==> config.mk <==
export PLATFORM = sky130hd
export DESIGN_NAME = stack_arbiter
export DESIGN_NICKNAME = d
export VERILOG_FILES = /design/src/rtl/stack_arbiter.sv
export SDC_FILE = /design/constraint.sdc
export NUM_CORES = 1
export LEC_CHECK = 0
export ABC_AREA = 1
export CAP_MARGIN = 20
export CORE_MARGIN = 10
export CORE_UTILIZATION = 40
export CTS_CLUSTER_SIZE = 12
export DETAILED_ROUTE_END_ITERATION = 12
export PLACE_DENSITY = 0.74
export SETUP_SLACK_MARGIN = 0.02
export SLEW_MARGIN = 20
export SYNTH_ARGS = -nofsm -noshare
export SYNTH_HDL_FRONTEND = slang
export SYNTH_SLANG_ARGS = --single-unit
==> constraint.sdc <==
create_clock -name clk -period 2.2 [get_ports clk]
set_input_delay 0.22 -clock clk [delete_from_list [all_inputs] [get_ports clk]]
set_output_delay 0.22 -clock clk [all_outputs]
set_load 0.05 [all_outputs]
==> src/rtl/stack_arbiter.sv <==
`default_nettype none
// +--------------------------------------------------------------------------+
// | stack_arbiter: round-robin two-port push/pop sequencer for the 2-bit     |
// | direction stack, with occupancy tracking and overflow/underflow refusal. |
// | Revision: 1.0                                                            |
// +--------------------------------------------------------------------------+
module stack_arbiter #(
  parameter int DEPTH      = 256,
  parameter int SETTLE_CYC = 2,
  localparam int CW        = $clog2(DEPTH) + 1
) (
  input  logic          clk,
  input  logic          rst,
  input  logic          r0_req,
  input  logic          r0_op,
  input  logic [1:0]    r0_wdata,
  output logic          r0_ack,
  output logic [1:0]    r0_rdata,
  output logic          r0_err,
  input  logic          r1_req,
  input  logic          r1_op,
  input  logic [1:0]    r1_wdata,
  output logic          r1_ack,
  output logic [1:0]    r1_rdata,
  output logic          r1_err,
  output logic          stk_push,
  output logic          stk_pop,
  output logic [1:0]    stk_din,
  input  logic [1:0]    stk_dout,
  output logic [CW-1:0] count,
  output logic          empty,
  output logic          full,
  output logic          busy
);

  typedef enum logic [1:0] {S_IDLE, S_ISSUE, S_SETTLE, S_DONE} state_t;

  state_t        state_q, state_d;
  logic          ptr_q, ptr_d;       // id of the last granted requester
  logic          id_q, id_d;
  logic          op_q, op_d;
  logic [1:0]    wdata_q, wdata_d;
  logic          err_q, err_d;
  logic [1:0]    res_q, res_d;
  logic [2:0]    settle_q, settle_d;
  logic [CW-1:0] count_q, count_d;
  logic          r0_ack_q, r0_ack_d, r1_ack_q, r1_ack_d;
  logic          r0_err_q, r0_err_d, r1_err_q, r1_err_d;
  logic [1:0]    r0_rdata_q, r0_rdata_d, r1_rdata_q, r1_rdata_d;
  logic          push_q, push_d, pop_q, pop_d;
  logic [1:0]    din_q, din_d;
  logic          busy_q, busy_d;

  logic          w_gnt, w_op, w_err, w_finish;
  logic [1:0]    w_wdata;

  assign w_gnt   = (r0_req && r1_req) ? ~ptr_q : r1_req;
  assign w_op    = w_gnt ? r1_op : r0_op;
  assign w_wdata = w_gnt ? r1_wdata : r0_wdata;
  assign w_err   = w_op ? (count_q == '0) : (count_q == CW'(DEPTH));

  always_comb begin
    state_d    = state_q;
    ptr_d      = ptr_q;
    id_d       = id_q;
    op_d       = op_q;
    wdata_d    = wdata_q;
    err_d      = err_q;
    res_d      = res_q;
    settle_d   = settle_q;
    count_d    = count_q;
    r0_ack_d   = 1'b0;
    r1_ack_d   = 1'b0;
    r0_err_d   = r0_err_q;
    r1_err_d   = r1_err_q;
    r0_rdata_d = r0_rdata_q;
    r1_rdata_d = r1_rdata_q;
    push_d     = 1'b0;
    pop_d      = 1'b0;
    din_d      = 2'b00;
    w_finish   = 1'b0;

    case (state_q)
      S_IDLE: begin
        if (r0_req || r1_req) begin
          // Strobes are registered, so the refusal decision is made here to
          // have them high during the ISSUE cycle itself.
          id_d    = w_gnt;
          ptr_d   = w_gnt;
          op_d    = w_op;
          wdata_d = w_wdata;
          err_d   = w_err;
          res_d   = 2'b00;
          push_d  = !w_op && !w_err;
          pop_d   = w_op && !w_err;
          din_d   = (!w_op && !w_err) ? w_wdata : 2'b00;
          state_d = S_ISSUE;
        end
      end
      S_ISSUE: begin
        if (err_q) begin
          w_finish = 1'b1;
        end else begin
          // Stack read is registered: stk_dout is still the pre-pop top here.
          if (op_q) begin
            res_d   = stk_dout;
            count_d = count_q - CW'(1);
          end else begin
            count_d = count_q + CW'(1);
          end
          settle_d = 3'(SETTLE_CYC - 1);
          state_d  = S_SETTLE;
        end
      end
      S_SETTLE: begin
        if (settle_q == 3'd0) w_finish = 1'b1;
        else                  settle_d = settle_q - 3'd1;
      end
      S_DONE: state_d = S_IDLE;
      default: state_d = S_IDLE;
    endcase

    if (w_finish) begin
      state_d = S_DONE;
      if (id_q) begin
        r1_ack_d   = 1'b1;
        r1_rdata_d = res_q;
        r1_err_d   = err_q;
      end else begin
        r0_ack_d   = 1'b1;
        r0_rdata_d = res_q;
        r0_err_d   = err_q;
      end
    end
    busy_d = (state_d != S_IDLE);
  end

  always_ff @(posedge clk or posedge rst) begin
    if (rst) begin
      state_q    <= S_IDLE;
      ptr_q      <= 1'b1;
      id_q       <= 1'b0;
      op_q       <= 1'b0;
      wdata_q    <= 2'b00;
      err_q      <= 1'b0;
      res_q      <= 2'b00;
      settle_q   <= 3'd0;
      count_q    <= '0;
      r0_ack_q   <= 1'b0;
      r1_ack_q   <= 1'b0;
      r0_err_q   <= 1'b0;
      r1_err_q   <= 1'b0;
      r0_rdata_q <= 2'b00;
      r1_rdata_q <= 2'b00;
      push_q     <= 1'b0;
      pop_q      <= 1'b0;
      din_q      <= 2'b00;
      busy_q     <= 1'b0;
    end else begin
      state_q    <= state_d;
      ptr_q      <= ptr_d;
      id_q       <= id_d;
      op_q       <= op_d;
      wdata_q    <= wdata_d;
      err_q      <= err_d;
      res_q      <= res_d;
      settle_q   <= settle_d;
      count_q    <= count_d;
      r0_ack_q   <= r0_ack_d;
      r1_ack_q   <= r1_ack_d;
      r0_err_q   <= r0_err_d;
      r1_err_q   <= r1_err_d;
      r0_rdata_q <= r0_rdata_d;
      r1_rdata_q <= r1_rdata_d;
      push_q     <= push_d;
      pop_q      <= pop_d;
      din_q      <= din_d;
      busy_q     <= busy_d;
    end
  end

  assign r0_ack   = r0_ack_q;
  assign r0_rdata = r0_rdata_q;
  assign r0_err   = r0_err_q;
  assign r1_ack   = r1_ack_q;
  assign r1_rdata = r1_rdata_q;
  assign r1_err   = r1_err_q;
  assign stk_push = push_q;
  assign stk_pop  = pop_q;
  assign stk_din  = din_q;
  assign count    = count_q;
  assign empty    = (count_q == '0);
  assign full     = (count_q == CW'(DEPTH));
  assign busy     = busy_q;

endmodule
`default_nettype wire

# Yosys cells after proc, flatten, opt, wreduce, memory -nomap -nowiden

Cells that the tools add are included.

Add/sub/neg operators: 3
$mul: 0
Divide/modulo/power cells: 0
Magnitude comparators: 0
Equal/unequal tests: 8
Shift-type cells: 0
Muxes and demuxes: 30
Bitwise logic cells: 3
Reductions and logical operators: 18

Operator list:

| kind                                                               | number |
|---|---|
| 2-bit 2-to-1 mux                                                   | 10 |
| 1-bit 2-to-1 mux                                                   | 13 |
| 9-bit by 1-bit adder with 9-bit output, second input constant      | 1 |
| 9-bit == test, second input constant                               | 1 |
| 9-bit logical NOT                                                  | 1 |
| 9-bit 2-to-1 mux                                                   | 1 |
| 9-bit by 1-bit subtractor with 9-bit output, second input constant | 1 |
| 2-bit != test, second input constant                               | 4 |
| 2-bit AND reduction                                                | 4 |
| 3-bit 2-to-1 mux                                                   | 2 |
| 2-bit case mux with 3 select lines                                 | 1 |
| 3-bit case mux with 2 select lines                                 | 1 |
| 2-bit nonzero test                                                 | 3 |
| 2-bit == test, second input constant                               | 2 |
| 2-bit case mux with 2 select lines                                 | 1 |
| 4-bit AND reduction                                                | 1 |
| 1-bit logical AND                                                  | 3 |
| 3-bit logical NOT                                                  | 1 |
| 1-bit inverter                                                     | 3 |
| 3-bit AND reduction                                                | 1 |
| 3-bit by 1-bit subtractor with 3-bit output, second input constant | 1 |
| 2-bit by 1-bit == test with 1-bit output, second input constant    | 1 |
| 1-bit logical NOT                                                  | 2 |
| 2-bit logical NOT                                                  | 1 |
| 2 further kinds                                                    | 2 |

Bits in registers: 33
Latch bits: 0
Bits in writable memories: 0
ROM bits: 0
Output and inout bits: 24
Word-level logic and storage cells: 80
Memories: 0

# Depth between registers and ports, before layout

Gate-level depths: netlist (run 1).

Depth after elaboration: 9
Mapped depth: 9

# Least setup slack after synthesis (run 1)

No wires, ideal clock.

Path kind: reg2reg
From: register count_q[1], in the netlist count[1]
To: register err_q
Library setup time: 0.073 ns
Arrival time: 1.777 ns
Path slack: 0.350 ns
Stages on the path, launching flop included: 6
Path buffers: 0
Clock period less this slack: 1.850 ns
Cells stage by stage: dfrtp_1 > nor2_1 > nand2_1 > nor3_2 > nor2_1 > nor2_1

Cells in the longest elaborated chain, start to end: 2
Elaborated cells between the ends (all ways): 3
Those cells by class: eq/ne: 1; mux: 1; reduce/logical: 1

RTL lines:

| what                     | RTL line | source |
|---|---|---|
| start: declaration       | 46       | `logic [CW-1:0] count_q, count_d;` |
| start signal: assignment | 168      | `count_q <= count_d;` |
| 9-bit logical NOT        | -        |  |
| net empty                | 31       | `output logic empty,` |
| 1-bit 2-to-1 mux         | 60       | `assign w_err = w_op ? (count_q == '0) : (count_q == CW'(DEPTH));` |
| end signal: assignment   | 165      | `err_q <= err_d;` |
| end: declaration         | 43       | `logic err_q, err_d;` |

The timed path passes the listed nets, and every way through them passes these cells.
A chain may end at the register's enable or synchronous reset.

# Worst setup path after layout (run 1)

From: register count_q[0], in the netlist count[0]
To: output count[0]

RTL lines:

| what             | RTL line | source |
|---|---|---|
| end: declaration | 30       | `output logic [CW-1:0] count,` |

No word-level cell between the ends.

==> impl_metrics.py, run 1 <==
metrics = {
    "status": {
        "run_status": "finished, final reports clean",
    },
    "logic_synthesis": {
        "yosysSeqAreaShare": 0.447,
        "syn_area_per_cell_um2": 8.33,
        "yosys_warnings": 0,
        "ys_seq_elements": 33,
        "synth_area_um2": 1850,
        "yosysUniqueCellTypes": 27,
        "synth_fp_nets": 248,
        "syn-instance-count": 222,
    },
    "placed_design": {
        "dpl.hpwl_um": 3170,
        "gp_routability_congestion": 0.882,
        "pre_cts_ws_ps": 506,
        "io_buffers": 35,
    },
    "grt": {
        "grtUsageTotal": 0.109,
        "grt_overflow": 0,
        "grt_pass1_vias": 1467,
        "grt_max_degree": 34,
        "antenna_found_initial": 0,
        "grt_pass1_wl_um": 6750,
    },
    "sta": {
        "max_freq_mhz": 555,
        "rsz0062_at_grt": "false",
        "hold_viol_final": 0,
        "finalMaxSlewViolations": 0,
        "post-route-period-util": 0.820,
        "setup_slack_ps": 397,
        "fin_skew_ps": 9.41,
        "relSlewSlack": 0.658,
        "tightest_slew_ps": 512,
        "fin_tns_setup_ps": 0,
        "finalHoldWorstSlack_ps": 323,
        "fin_crit_ps": 1800,
        "setup_viol": 0,
    },
    "worst_setup_path": {
        "crit_path_max_fanout": 5,
        "timing.rr.start": "op_q",
        "startpoint": "count[0]",
        "cp.required_ps": 1980,
        "start_kind": "flop",
        "end_kind": "primary output",
        "cp_cell_sequence": "clkdlybuf4s50_1",
        "crit_type": "reg2out",
        "worst_path_largest_cell_delay_ps": 850,
        "crit_slowest_cell": "clkdlybuf4s50_1",
        "cp_top_family": "buffers and inverters",
        "path_buf_inv": 1,
        "worstPathArrival_ps": 1580,
    },
    "cts": {
        "clock_path_buffers": 2,
        "cts_max_level": 2,
        "path_clk_slew_ps": 70,
        "post-cts-setup-buffer-count": 0,
        "hold_buffers": 0,
        "cts_tree": "yes",
        "worst_skew_pair.late_latency_ps": 290,
        "cts_made_buffers": 5,
        "cts-root-buf": "clkbuf_8",
        "clock_sinks": 33,
        "cts_resized": 0,
    },
    "final_layout": {
        "final_common_cell": "nand2_1",
        "layout_common_cells": "74 x nand2_1, 33 x clkdlybuf4s50_1, 32 x dfrtp_1, 30 x inv_1, 13 x ha_1",
        "final_nets": 292,
        "syn2layout_area_growth_pct": 30.2,
        "drive_gt1_frac": 0.120,
        "antenna_cells": 0,
    },
    "pwr": {
        "power.leakage_nw": 1.27,
        "p_total_mw": 4.12,
        "peakVddDrop_uv": 630,
        "p_per_area_nw_per_um2": 1710,
    },
    "floorplan": {
        "die_h_um": 88.0,
        "die_x_um": 88.0,
        "ioPinCount": 36,
        "dieArea_um2": 7740,
        "start_util": 0.419,
        "rows": 24,
        "core_region_area_um2": 4410,
    },
    "worst_hold_path": {
        "holdCritPathClass": "in2async",
    },
    "route": {
        "drtIter0Drc": 60,
        "ant_nets": 0,
        "via_per_inst": 4.71,
        "post_drt_wl_per_cell_um": 12.5,
        "finalWirelength_um": 4000,
        "vias": 1504,
        "drc": 0,
        "dr.pass1.iters": 4,
    },
    "flow_run": {
        "drv_cap": 0,
    },
}
cells by family after synthesis:
| kind of cell | count (synthesis) | synth area share |
|---|---|---|
| adder cells (fa/ha/maj) | 14 | 0.0988 |
| AO/OA/AOI/OAI | 27 | 0.0954 |
| XOR/XNOR | 4 | 0.0189 |
| buffers and inverters | 33 | 0.0690 |
| AND/OR/NAND/NOR | 111 | 0.271 |
| flip-flops | 33 | 0.447 |
cells in the mapped netlist (all sizes together):
cell    number  share of area
xnor2        2         0.0095
dfrtp       32           0.43
o21ai       15          0.053
o21a         2         0.0081
or2          2         0.0068
nor2        15          0.049
inv         32          0.065
o211ai       1         0.0041
buf          1         0.0041
fa           1          0.011
nand3       12          0.032
o22ai        3          0.010
ha          13          0.088
nor3         1         0.0054
xor2         2         0.0095
a21oi        6          0.020
nand2       81           0.18
dfstp        1          0.014
through the flow:
stage / utilization / area [µm²] / cells
5_1_grt: 0.546 / 2410 / 319
6_report: 0.546 / 2410 / 319
2_1_floorplan: - / 1850 / 222
3_5_place_dp: 0.515 / 2270 / 311
4_1_cts: 0.546 / 2410 / 319
3_3_place_gp: 0.515 / 2270 / 311
state kept, by name, summed over array words and instances, names as in the netlist:
signal	flops
count	9
r0_ack	1
r0_rdata	2
stk_din	2
err_q	1
stk_pop	1
r0_err	1
res_q	2
settle_q	3
busy	1
state_q	2
op_q	1
id_q	1
r1_err	1
ptr_q	1
stk_push	1
r1_rdata	2
r1_ack	1
final cells by class:
class	instances	area (µm²)
inverter	32	120
clock inverter	3	65.1
timing repair buffer	38	368
sequential	33	827
multi-input combinational	156	895
tap	52	65.1
clock buffer	5	68.8
fill	396	2010
metal layers:
metal  wire [µm]  GRT usage  up-vias
met2        2020      0.185       24
met3         209     0.0241        6
met1        1700      0.130      689
met4          68     0.0435        0
met5           0          0        -
li1            -          -      785
worst register-to-register path, cell delays in order (launching register included):
cell,delay (ps)
dfrtp_1,580
ha_1,340
or2_2,310
nand3_1,110
nand2_1,70
nand2_1,60
nand2_1,40
nand2_1,50
nand2_1,40
power breakdown:
part	total (mW)	internal [mW]	switching (mW)
sequential	1.08	0.858	0.217
clock	0.671	0.450	0.221
combinational	2.37	0.838	1.53
total	4.12	2.15	1.97
worst paths after layout:
path                          endpoint  slack (ps)  depth (start not counted)
max in group asynchronous        ptr_q        1540                          3
hold reg to reg                  ptr_q         470                          2
setup / recovery              count[0]         400                          1
hold / removal             r0_rdata[1]         320                          3
min in group clk                 ptr_q         470                          2
setup reg to reg              count[8]         490                          8
No activity file was read; power rests on OpenSTA's default activity.
==> run 2: changes to the inputs <==
==> constraint.sdc (replaced) <==
create_clock -name clk -period 1.7 [get_ports clk]
set_input_delay 0.17 -clock clk [delete_from_list [all_inputs] [get_ports clk]]
set_output_delay 0.17 -clock clk [all_outputs]
set_load 0.05 [all_outputs]
==> impl_metrics.py, run 2 (synthesized netlist as in run 1, its figures left out) <==
metrics = {
    "route": {
        "drc": 0,
        "ant_nets": 0,
        "post_drt_wl_per_cell_um": 12.8,
        "via_per_inst": 4.82,
        "finalWirelength_um": 4140,
        "drtIter0Drc": 94,
        "dr.pass1.iters": 4,
        "wl_met3_um": 217,
        "vias": 1553,
        "wl_met2_um": 2100,
        "met1_length_um": 1780,
        "highest_layer": "met4",
    },
    "cts": {
        "hold_buffers": 0,
        "cts-root-buf": "clkbuf_8",
        "worst_skew_pair.late_latency_ps": 280,
        "clock_path_buffers": 2,
        "cts_made_buffers": 5,
        "path_clk_slew_ps": 70,
        "cts_max_level": 2,
        "clock_sinks": 33,
        "cts_tree": "yes",
    },
    "floorplan": {
        "ioPinCount": 36,
        "start_util": 0.419,
        "die_x_um": 88.0,
        "die_h_um": 88.0,
        "dieArea_um2": 7740,
        "rows": 24,
        "core_region_area_um2": 4410,
    },
    "sta": {
        "setup_viol": 0,
        "post-route-period-util": 0.958,
        "relSlewSlack": 0.665,
        "fin_skew_ps": 6.41,
        "finalMaxSlewViolations": 0,
        "fin_tns_setup_ps": 0,
        "rsz0062_at_grt": "false",
        "max_freq_mhz": 614,
        "hold_viol_final": 0,
        "fin_crit_ps": 1630,
        "tightest_slew_ps": 502,
    },
    "worst_setup_path": {
        "worst_path_largest_cell_delay_ps": 810,
        "path_buf_inv": 1,
        "crit_path_max_fanout": 2,
        "regToRegSetupSlack_ps": 140,
        "r2r-end": "count[6]",
        "crit_slowest_cell": "clkdlybuf4s50_1",
        "cp_top_family": "buffers and inverters",
        "cp_cell_sequence": "clkdlybuf4s50_1",
        "end_kind": "primary output",
        "timing.rr.start": "op_q",
        "cp.required_ps": 1530,
        "start_kind": "flop",
        "reg2reg_depth": 6,
        "crit_type": "reg2out",
        "worst-path-stages": 1,
        "worstPathArrival_ps": 1460,
    },
    "pwr": {
        "p_per_area_nw_per_um2": 2130,
        "p_total_mw": 5.22,
        "peakVddDrop_uv": 844,
        "power.leakage_nw": 1.28,
    },
    "placed_design": {
        "io_buffers": 35,
        "dpl.hpwl_um": 3150,
        "gp_routability_congestion": 0.857,
    },
    "final_layout": {
        "fillers": 408,
        "drive_gt1_frac": 0.226,
        "seqCellArea_um2": 833,
        "antenna_cells": 0,
        "final_common_cell": "nand2_1",
        "final_nets": 295,
        "layout_common_cells": "72 x nand2_1, 29 x inv_1, 27 x dfrtp_1, 21 x clkdlybuf4s50_1, 17 x buf_4",
        "multiInputGateArea_um2": 946,
        "largest_reg_flops": 9,
        "syn2layout_area_growth_pct": 32.4,
    },
    "grt": {
        "grt_overflow": 0,
        "grt_pass1_vias": 1482,
        "grt_pass1_wl_um": 6730,
        "grtUsageTotal": 0.108,
        "grt_max_degree": 34,
        "antenna_found_initial": 0,
    },
    "worst_hold_path": {
        "holdCritPathClass": "in2async",
    },
    "flow_run": {
        "drv_cap": 0,
    },
    "status": {
        "run_status": "finished, final reports clean",
    },
}
[run 2: area by class of cell]
| type | count | area share |
|---|---|---|
| clock buffers | 5 | 0.0281 |
| clock inverters | 3 | 0.00715 |
| inverters | 32 | 0.0491 |
| multi-input cells | 156 | 0.386 |
| flip-flops and latches | 33 | 0.340 |
| well taps | 52 | 0.0266 |
| repair buffers | 41 | 0.162 |
[run 2: report_power, final]
part	internal, mW	total [mW]	switching [mW]
Combinational	1.15	3.23	2.08
Clock	0.282	0.574	0.292
Sequential	1.12	1.41	0.291
Total	2.56	5.22	2.66
[run 2: worst max-delay path by stage]
stage / start / end / slack (ps)
3_3_place_gp: op_q / count[8] / 100
6_report: r0_rdata[0] / r0_rdata[0] / 70
5_1_grt: op_q / count[6] / 10
4_1_cts: r0_err / r0_err / 50
2_1_floorplan: count[1] / count[8] / 40
3_5_place_dp: op_q / count[6] / 70
[run 2: per-layer routing]
layer  vias to the layer above  track usage
met2                        26        0.183
met5                         -            0
li1                        786            -
met1                       737        0.127
met3                         4       0.0288
met4                         0       0.0362
[run 2: what timing repair did]
action / 4_1_cts / 5_1_grt
endpoints found under the setup margin: 0 / 4
gates resized for setup: 0 / 15
setup buffers: 0 / 3
[run 2: through the flow]
| stage | util | instance area [µm²] | hold slack [ps] | setup slack [ps] | instances |
|---|---|---|---|---|---|
| after floorplan | - | 1860 | 298 | 37.4 | 222 |
| after global placement | 0.519 | 2290 | 460 | 99.7 | 311 |
| after detailed placement | 0.519 | 2290 | 472 | 70.7 | 311 |
| after CTS | 0.539 | 2380 | 226 | 49.6 | 319 |
| after global routing | 0.555 | 2450 | 246 | 14.8 | 322 |
| final | 0.555 | 2450 | 219 | 71.2 | 322 |
